File: src/rtl/load_store_unit.sv
// load_store_unit: CPU load/store sequencer for a registered-read data_memory.
// Ports: clk, reset (async high); req_* CPU request, resp_* completion,
//   fault; mem_* strobes, address and data wired straight to data_memory.
// Param BIG_ENDIAN selects byte-lane order within a dword.
// Macro LSU_MISALIGN_TRAP_EN: misaligned requests return fault=1 without
//   touching memory; otherwise addresses are force-aligned.
module load_store_unit #(
   parameter bit BIG_ENDIAN = 1'b0
) (
   input  logic        clk,
   input  logic        reset,
   input  logic        req_valid,
   output logic        req_ready,
   input  logic        req_write,
   input  logic [1:0]  req_size,
   input  logic        req_signed,
   input  logic [63:0] req_addr,
   input  logic [63:0] req_wdata,
   output logic        resp_valid,
   output logic [63:0] resp_rdata,
   output logic        fault,
   output logic [63:0] mem_address,
   output logic [63:0] mem_write_data,
   output logic        mem_read,
   output logic        mem_write,
   input  logic [63:0] mem_read_data
);

`ifdef LSU_MISALIGN_TRAP_EN
   localparam bit TRAP_EN = 1'b1;
`else
   localparam bit TRAP_EN = 1'b0;
`endif

   typedef enum logic [2:0] {
      IDLE, READ, CAPT, WRITE, RESP
   } state_t;

   state_t      state;
   logic        wr_q;
   logic        sgn_q;
   logic [1:0]  size_q;
   logic [2:0]  off_q;
   logic [63:0] wdata_q;

   logic [2:0]  low_bits;
   logic        misalign;
   logic [2:0]  req_off;
   logic [3:0]  nbytes;
   logic [63:0] byte_mask;
   logic [2:0]  lane_sh;
   logic [5:0]  bit_sh;
   logic [63:0] lane_data;
   logic [63:0] load_ext;
   logic [63:0] merged;

   assign req_ready = (state == IDLE);

   // Offset bits that must be zero for a naturally aligned access.
   always_comb begin
      low_bits = 3'b111;
      unique case (req_size)
         2'b00:   low_bits = 3'b000;
         2'b01:   low_bits = 3'b001;
         2'b10:   low_bits = 3'b011;
         default: low_bits = 3'b111;
      endcase
   end

   assign misalign = |(req_addr[2:0] & low_bits);
   assign req_off  = req_addr[2:0] & ~low_bits;

   always_comb begin
      nbytes    = 4'd8;
      byte_mask = '1;
      unique case (size_q)
         2'b00: begin
            nbytes    = 4'd1;
            byte_mask = 64'h0000_0000_0000_00FF;
         end
         2'b01: begin
            nbytes    = 4'd2;
            byte_mask = 64'h0000_0000_0000_FFFF;
         end
         2'b10: begin
            nbytes    = 4'd4;
            byte_mask = 64'h0000_0000_FFFF_FFFF;
         end
         default: begin
            nbytes    = 4'd8;
            byte_mask = '1;
         end
      endcase
   end

   // Big-endian puts the value's MSB at the lowest address, so the
   // value still occupies contiguous lanes starting at lane 8-off-n.
   assign lane_sh = BIG_ENDIAN ? 3'(4'd8 - {1'b0, off_q} - nbytes)
                               : off_q;
   assign bit_sh    = {lane_sh, 3'b000};
   assign lane_data = mem_read_data >> bit_sh;

   always_comb begin
      load_ext = lane_data;
      unique case (size_q)
         2'b00: load_ext = {{56{sgn_q & lane_data[7]}},  lane_data[7:0]};
         2'b01: load_ext = {{48{sgn_q & lane_data[15]}}, lane_data[15:0]};
         2'b10: load_ext = {{32{sgn_q & lane_data[31]}}, lane_data[31:0]};
         default: load_ext = lane_data;
      endcase
   end

   assign merged = (mem_read_data & ~(byte_mask << bit_sh))
                 | ((wdata_q & byte_mask) << bit_sh);

   always_ff @(posedge clk or posedge reset) begin
      if (reset) begin
         state          <= IDLE;
         wr_q           <= 1'b0;
         sgn_q          <= 1'b0;
         size_q         <= 2'b00;
         off_q          <= 3'b000;
         wdata_q        <= '0;
         mem_read       <= 1'b0;
         mem_write      <= 1'b0;
         mem_address    <= '0;
         mem_write_data <= '0;
         resp_valid     <= 1'b0;
         resp_rdata     <= '0;
         fault          <= 1'b0;
      end else begin
         mem_read   <= 1'b0;
         mem_write  <= 1'b0;
         resp_valid <= 1'b0;
         unique case (state)
            IDLE: begin
               if (req_valid) begin
                  wr_q    <= req_write;
                  sgn_q   <= req_signed;
                  size_q  <= req_size;
                  off_q   <= req_off;
                  wdata_q <= req_wdata;
                  if (TRAP_EN && misalign) begin
                     state      <= RESP;
                     resp_valid <= 1'b1;
                     resp_rdata <= '0;
                     fault      <= 1'b1;
                  end else begin
                     mem_address <= {req_addr[63:3], 3'b000};
                     if (req_write && req_size == 2'b11) begin
                        state          <= WRITE;
                        mem_write      <= 1'b1;
                        mem_write_data <= req_wdata;
                     end else begin
                        state    <= READ;
                        mem_read <= 1'b1;
                     end
                  end
               end
            end
            READ: state <= CAPT;
            CAPT: begin
               if (wr_q) begin
                  state          <= WRITE;
                  mem_write      <= 1'b1;
                  mem_write_data <= merged;
               end else begin
                  state      <= RESP;
                  resp_valid <= 1'b1;
                  resp_rdata <= load_ext;
                  fault      <= 1'b0;
               end
            end
            WRITE: begin
               state      <= RESP;
               resp_valid <= 1'b1;
               resp_rdata <= '0;
               fault      <= 1'b0;
            end
            RESP: state <= IDLE;
            default: state <= IDLE;
         endcase
      end
   end

endmodule

File: config.mk
export PLATFORM = sky130hd
export DESIGN_NAME = load_store_unit
export DESIGN_NICKNAME = d
export VERILOG_FILES = /design/src/rtl/load_store_unit.sv
export SDC_FILE = /design/constraint.sdc
export NUM_CORES = 1
export LEC_CHECK = 0
export ABC_AREA = 1
export CAP_MARGIN = 20
export CORE_MARGIN = 5
export CORE_UTILIZATION = 30
export DETAILED_ROUTE_END_ITERATION = 7
export DONT_BUFFER_PORTS = 1
export GPL_TIMING_DRIVEN = 0
export PLACE_DENSITY = 0.47
export SLEW_MARGIN = 20
export SYNTH_ARGS = -nofsm -noshare
export SYNTH_HDL_FRONTEND = slang
export SYNTH_SLANG_ARGS = --single-unit
File: constraint.sdc
create_clock -name clk -period 8.4 [get_ports clk]
set_clock_uncertainty 0.15 [all_clocks]
set_input_delay 1.68 -clock clk [delete_from_list [all_inputs] [get_ports clk]]
set_output_delay 1.68 -clock clk [all_outputs]
set_load 0.05 [all_outputs]
---- Word level (Yosys, flattened, before mapping) ----
Cells that the tools add are included.
word-level totals
  flip-flop bits (word level) ............. 267
  bits in latches ......................... 0
  memory bits (writable) .................. 0
  memory bits (read-only) ................. 0
  input bits .............................. 199
  output and inout port bits .............. 197
  logic and storage cells ................. 70
  memories kept ........................... 0
operators by class
  add/sub/neg operators ................... 0
  $mul .................................... 0
  div/mod/pow operators ................... 0
  magnitude comparators ................... 0
  equality and inequality tests ........... 12
  shifts and indexed selects .............. 3
  muxes and demuxes ....................... 24
  bitwise operators ....................... 9
  reductions and logical operators ........ 9
operators with widths
  operator              number
  $pmux W64 S3          2
  $mux W64              4
  $pmux W64 S2          2
  $and A64 B64 Y64      2
  $shl A64 B6 Y64       2
  $not A64 Y64          1
  $or A64 B64 Y64       1
  $shr A64 B6 Y64       1
  $pmux W3 S4           1
  $pmux W3 S3           1
  $mux W1               8
  $eq A2 B2 Y1 const B  3
  $eq A3 B2 Y1 const B  2
  $mux W3               2
  $ne A2 B2 Y1 const B  3
  $pmux W1 S2           3
  $eq A2 B1 Y1 const B  2
  $logic_not A2 Y1      2
  $reduce_and A2 Y1     2
  $reduce_and A4 Y1     1
  $reduce_bool A2 Y1    2
  $and A1 B1 Y1         3
  $and A3 B3 Y3         1
  $eq A3 B1 Y1 const B  1
  other kinds (5)       5

---- Logic depth before layout (Yosys ltp) ----
Gate-level depths: netlist (run 1).
  word-level depth ........................ 8
  depth in mapped cells ................... 13
  mapped depth without buffers ............ 11

---- Worst setup path before layout (run 1) ----
Ideal clock, no wire load.
  kind .................................... input to register
  start ................................... input req_size[1]
  end ..................................... register mem_write_data[0]
  setup time .............................. 0.124 ns
  arrival time ............................ 2.540 ns
  data required time ...................... 8.126 ns
  path slack .............................. 5.586 ns
  stages on the path ...................... 7
  buffers on the path ..................... 2
  path through ............................ nand2_1 -> nor2_1 -> a21oi_4 -> buf_4 -> buf_4 -> a21oi_1 -> a21oi_1
between the ends
  cells in the longest elaborated chain, start to end .. 4
ends and longest elaborated chain
  item                         RTL line  text
  start, declared              15        input logic [1:0] req_size,
  $eq A2 B2 Y1                 150       if (req_write && req_size == 2'b11) begin
  $logic_and A1 B1 Y1          150
  $ne A2 B1 Y1 (no line)       -
  $reduce_and A4 Y1 (no line)  -
  end signal, assigned         153       mem_write_data <= req_wdata;
  end signal, assigned         166       mem_write_data <= merged;
  end, declared                23        output logic [63:0] mem_write_data,
Every way passes these cells.
A chain may end at the register's enable or synchronous reset.

---- Final worst setup path (run 1) ----
  start ................................... register state[2]
  end ..................................... output req_ready
between the ends
  cells in the longest elaborated chain, start to end .. 1
ends and longest elaborated chain
  item                    RTL line  text
  start, declared         39        state_t state;
  start signal, assigned  118       state <= IDLE;
  start signal, assigned  144       state <= RESP;
  start signal, assigned  151       state <= WRITE;
  $logic_not A3 Y1        57        assign req_ready = (state == IDLE);
  end, declared           13        output logic req_ready,
Every way passes these cells.

==> impl_results.md, run 1 <==
- Status: completed
- Max Root-Sink Buffers: 3
- Post-synth EDFFs: 0
- Register area share after synthesis: 0.438
- Critical path's slowest cell: dfrtp_1
- Hpwl dp: 66,300 um
- DRT Wirelength: 80,700 um
- Post-Place Cells: 2,856
- CP startpoint kind: register
- Root Buffer Master: clkbuf_16
- Layout cells sized above 1: 0.0940
- Post-DP Area: 16,200 sq um
- RSZ-0062 raised after global routing: false
- Initial Utilization: 0.303
- Drt drc: 0
- All-Layer GR Usage: 0.280
- Setup TNS: 0 ns
- CTS tree: built
- Vias post-DR: 15,595
- Clock transition at path regs: 0.06 ns
- FF+latch count, synth: 266
- Tmin final: 3.44 ns
- Post-CTS setup buffers: 0
- Vias per inst: 5.35
- Cell with the most instances after synthesis: nand2_1
- Synth area leader: dfrtp_1
- Final Worst Setup Slack: 4.96 ns
- Max Cap Viol: 0
- Required @ worst endpoint: 6.57 ns
- Sequence of cells on the critical path: nor2_4 > nand2_2 > inv_1
- Hold WS: 0.331 ns
- Die area: 55,200 sq um
- DR iter-0 viols: 1,589
- Cell area after layout: 17,400 sq um
- Core area: 50,100 sq um
- Max stage delay on crit path: 0.44 ns
- Top-area cell type share of the netlist area: 0.438
- Synth warnings: 0
- Final hold violations: 0
- CP endpoint kind: primary output
- Non-filler instance count after layout: 2,917
- Crit Path Max Fanout: 5
- DIE WIDTH: 235 um
- Nets@finish: 2,419
- P per Cell Area: 535 nW/um^2
- Static leakage: 8.67 nW
- Wire length per cell: 27.7 um
- Gr ovfl total: 0
- Largest net degree at the start of global routing: 35
- Rows: 82
- Number of antenna violations at the first check in global routing: 3
- Post-Syn Area per Cell: 6.99 sq um
- CTS Buf Count: 34
- Post-synth ARST share: 1.00
- Worst slew pin tran: 1.13 ns
- TritonRoute pass-1 iters: 6
- R2R setup slack: 5.47 ns
- Worst EP arrival: 1.61 ns
- Worst skew pair latency: 0.56 ns
- Final worst path period share: 0.410
- # IOs: 396
- Synth top cells by count: nand2_1 (932), dfrtp_1 (266), nand3_1 (186)
- First-pass GRT wire length: 114,000 um
- Peak VDD IR: 0.000199 V
- Htree depth: 2
- Antenna viol nets, final: 0
- DP Worst Slack: 4.72 ns
- Mapped cell area: 15,200 sq um
- Relative slew slack: 0.247
- Top cells by area, synth: dfrtp_1 (44%), nand2_1 (23%), nand3_1 (6.1%), o21ai_0 (5.9%), a21oi_1 (3.4%)
- # resized after CTS: 0
- Vias in the first global route: 15,516
- Max frequency: 291 MHz
- HP Class: register to register
- GP Congestion: 1.03
- Post-CTS Hold Fix Bufs: 0
- Die H: 235 um
- CTS Sinks: 266
- Slew Limit Fails: 0
- Synth Flop Type: dfrtp_1
- IO Port Bufs: 0
- Crit Path Category: register to primary output
- # setup viols final: 0
- Synth unique cells: 37
- Syn Inst Count: 2,172
- P&R area growth vs syn: 14.9%
-- cell families (layout without fill, tap and decap cells) --
family,count (synthesis),count (layout),synth area share
other,1,5,0.000247
buffers and inverters,241,310,0.0769
AOI/OAI and AO/OA,399,399,0.143
DFF,266,266,0.438
and+or+nand+nor,1265,1265,0.342
-- cells in the final DEF, fill, tap and decap left out, types with 4 or more instances in the layout --
cell         n
bufinv_16    6
clkbuf_8     4
buf_12       8
nand3_1    186
nor2_1     104
o21ai_1     57
o21ai_0    178
nand4_1      4
a21oi_1    104
buf_6       13
a22o_1       6
nand2_1    932
clkbuf_1    57
buf_1       11
conb_1       4
o211ai_1    30
nand3_2     14
a22oi_1     15
dfrtp_1    266
inv_2        9
buf_4       21
nor2_2       5
buf_2       61
clkbuf_16   34
nand2_2      7
inv_1       72
-- layout make-up --
| type | count | area (sq um) |
|---|---|---|
| multi-input cells | 1668 | 7370 |
| clock buffers | 45 | 932 |
| clock inverters | 15 | 278 |
| repair buffers | 9 | 188 |
| plain buffers | 156 | 838 |
| inverters | 85 | 333 |
| fillers | 5695 | 32600 |
| flip-flops and latches | 266 | 6660 |
| well taps | 672 | 841 |
| diodes | 1 | 2.50 |
-- routing by layer --
| metal | track usage | vias to the layer above | routed length, um |
|---|---|---|---|
| met4 | 0.0972 | 2 | 3050 |
| met1 | 0.364 | 7593 | 33300 |
| met5 | 0 | - | 13 |
| met2 | 0.451 | 735 | 37100 |
| met3 | 0.0768 | 147 | 7270 |
| li1 | - | 7118 | - |
-- report_power, final --
part / internal [W] / switching (W) / leakage, nW / total [W]
Clock: 0.000978 / 0.000613 / 0.583 / 0.00159
Combinational: 0.00109 / 0.00298 / 4.73 / 0.00407
Sequential: 0.00182 / 0.00185 / 3.36 / 0.00367
-- registers in the layout, summed over array words and instances (netlist names) --
register,cells
size_q,2
resp_valid,1
state,3
lane_sh,3
mem_read,1
wdata_q,64
sgn_q,1
wr_q,1
resp_rdata,64
mem_address,61
mem_write,1
mem_write_data,64
-- critical path, delay by kind of cell (launching register included) --
kind          cells  cell delay [ns]
buf+inv           1             0.36
flops             1             0.44
simple gates      2             0.26
-- metrics by stage --
step,power [W],utilization
after floorplan,0.00604,-
after global placement,0.00765,0.320
after detailed placement,0.00768,0.324
after CTS,0.00931,0.348
after global routing,0.00980,0.348
final,0.00933,0.348
-- worst paths after layout --
path | startpoint | to | cells past startpoint
max reg2reg | state[2]$_DFFE_PP0P_ | mem_write_data[41]$_DFFE_PP0P_ | 8
min in group asynchronous | reset | mem_address[9]$_DFFE_PP0P_ | 1
max in group asynchronous | reset | resp_rdata[26]$_DFFE_PP0P_ | 5
min | wdata_q[12]$_DFFE_PP0P_ | wdata_q[12]$_DFFE_PP0P_ | 2
max | state[2]$_DFFE_PP0P_ | req_ready | 3
min reg2reg | wdata_q[12]$_DFFE_PP0P_ | wdata_q[12]$_DFFE_PP0P_ | 2
Note: power is estimated with default switching activity, not from simulation.
==> run 2, diff against run 1 <==
- clock period: 8.4 -> 2.9 ns (I/O delays scaled with it)
==> impl_results.md, run 2 (synthesis results as in run 1) <==
- Status: completed
- Final worst path period share: 0.935
- # IOs: 396
- CP bufs+invs: 3
- Final hold violations: 0
- Sequence of cells on the critical path: nor2_4 > nand2_4 > inv_2 > buf_2 > clkbuf_1 > nand2_1 > o21ai_1 > nand2_1
- Crit Path Category: register to register
- Relative slew slack: 0.234
- All-Layer GR Usage: 0.285
- # setup viols final: 0
- RSZ-0062 raised after global routing: false
- Total chip power: 0.0272 W
- Required @ worst endpoint: 3.18 ns
- Max Cap Viol: 0
- CP endpoint kind: register
- CTS tree: built
- Clock transition at path regs: 0.06 ns
- Die H: 235 um
- Layout cells sized above 1: 0.0900
- Worst skew pair latency: 0.57 ns
- DR iter-0 viols: 1,504
- First-pass GRT wire length: 117,000 um
- Commonest non-fill, non-tap cell in the layout: nand2_1
- Number of antenna violations at the first check in global routing: 2
- CTS Buf Count: 34
- Critical path's slowest cell: clkbuf_1
- Wire length per cell: 27.1 um
- Gr ovfl total: 0
- GP Congestion: 1.03
- Htree depth: 2
- P&R area growth vs syn: 22.2%
- TritonRoute pass-1 iters: 6
- Initial Utilization: 0.303
- Antenna viol nets, final: 0
- Drt drc: 0
- Worst EP arrival: 2.99 ns
- Vias in the first global route: 16,148
- HP Class: primary input to register
- P per Cell Area: 1460 nW/um^2
- CP startpoint kind: register
- DRT Wirelength: 82,100 um
- Hold WS: 0.0178 ns
- Cell mode on critical path: nand2_1
- Crit Path Max Fanout: 10
- Largest registers: mem_write_data: 64 flops, resp_rdata: 64 flops, wdata_q: 64 flops
- Max stage delay on crit path: 0.66 ns
- IO Port Bufs: 0
- DIE WIDTH: 235 um
- Rows: 82
- Max frequency: 369 MHz
- Largest net degree at the start of global routing: 35
- Slew Limit Fails: 0
- Post-CTS setup buffers: 0
- Worst slew pin tran: 1.15 ns
- Die area: 55,200 sq um
- Cell area after layout: 18,600 sq um
- Tmin final: 2.71 ns
- Most frequent cells in the layout: nand2_1 (932), dfrtp_1 (266), nand3_1 (186), o21ai_0 (178), dlygate4sd3_1 (112)
- Core area: 50,100 sq um
- Max Root-Sink Buffers: 3
- Static leakage: 9.14 nW
- Vias post-DR: 16,148
- Crit-path leading delay family: buffers and inverters
- Vias per inst: 5.33
- Antenna cells: 0
- Peak VDD IR: 0.000616 V
- Nets@finish: 2,531
- Hpwl dp: 66,300 um
- CTS Sinks: 266
- Post-DP Area: 16,200 sq um
- Root Buffer Master: clkbuf_16
run 2: cell types whose count changed in the layout (fill, tap and decap cells not counted):
cell	previous run	this run
clkbuf_1	57	56
diode_2	1	0
dlygate4sd3_1	0	112
clkbuf_2	0	1
run 2: through the flow:
stage | setup WS, ns | TNS, ns | cells | utilization
finish | 0.189 | 0 | 3028 | 0.371
global route | 0.135 | 0 | 3028 | 0.371
CTS | 0.194 | 0 | 3028 | 0.371
detailed placement | -0.0406 | -0.0406 | 2856 | 0.324
global placement | -2.91 | -761.63 | 2847 | 0.320
floorplan | -1.34 | -356.84 | 2175 | -
run 2: repair_timing:
| item | in CTS | in global routing |
|---|---|---|
| hold buffers | 112 | 0 |
| hold endpoints to repair | 177 | 0 |
| setup endpoints to repair | 2 | 0 |
| gates resized for setup | 1 | 0 |
run 2: where the power goes:
group / internal, W / total [W] / switching, W
sequential: 0.00527 / 0.0106 / 0.00537
clock: 0.00283 / 0.00461 / 0.00178
combinational: 0.00325 / 0.0119 / 0.00868
run 2: worst paths after layout:
kind	from	endpoint	slack [ns]	cells after the start
worst max-delay path	state[2]$_DFFE_PP0P_	mem_write_data[51]$_DFFE_PP0P_	0.19	8
worst min-delay path	req_wdata[49]	wdata_q[49]$_DFFE_PP0P_	0.02	2
worst max register to register	state[2]$_DFFE_PP0P_	mem_write_data[51]$_DFFE_PP0P_	0.19	8
worst min register to register	wdata_q[12]$_DFFE_PP0P_	wdata_q[12]$_DFFE_PP0P_	0.33	2
max in group asynchronous	reset	resp_rdata[26]$_DFFE_PP0P_	1.05	6
min in group asynchronous	reset	mem_address[9]$_DFFE_PP0P_	0.34	2
run 2: layout make-up:
type | count | area (sq um)
Multi-Input combinational cell | 1668 | 7370
Clock inverter | 15 | 278
Buffer | 156 | 840
Timing Repair Buffer | 121 | 1310
Clock buffer | 45 | 932
Sequential cell | 266 | 6660
Fill cell | 5582 | 31500
Tap cell | 672 | 841
Inverter | 85 | 333
run 2: metal layers:
layer	track usage	vias up	routed length, um
met5	0	-	13
met4	0.101	2	3270
met3	0.0748	160	7030
met2	0.461	761	37800
met1	0.371	7885	34000
li1	-	7340	-
run 2: worst register-to-register path, stage by stage, from the launching register on:
cell      delay (ns)
dfrtp_1         0.44
nor2_4          0.14
nand2_4         0.16
inv_2           0.18
buf_2           0.30
clkbuf_1        0.66
nand2_1         0.14
o21ai_1         0.32
nand2_1         0.08
==> run 3, diff against run 2 <==
- TNS_END_PERCENT: unset -> 10
==> results of run 3 <==
No change in the layout: final DEF, timing and power equal those of run 2.
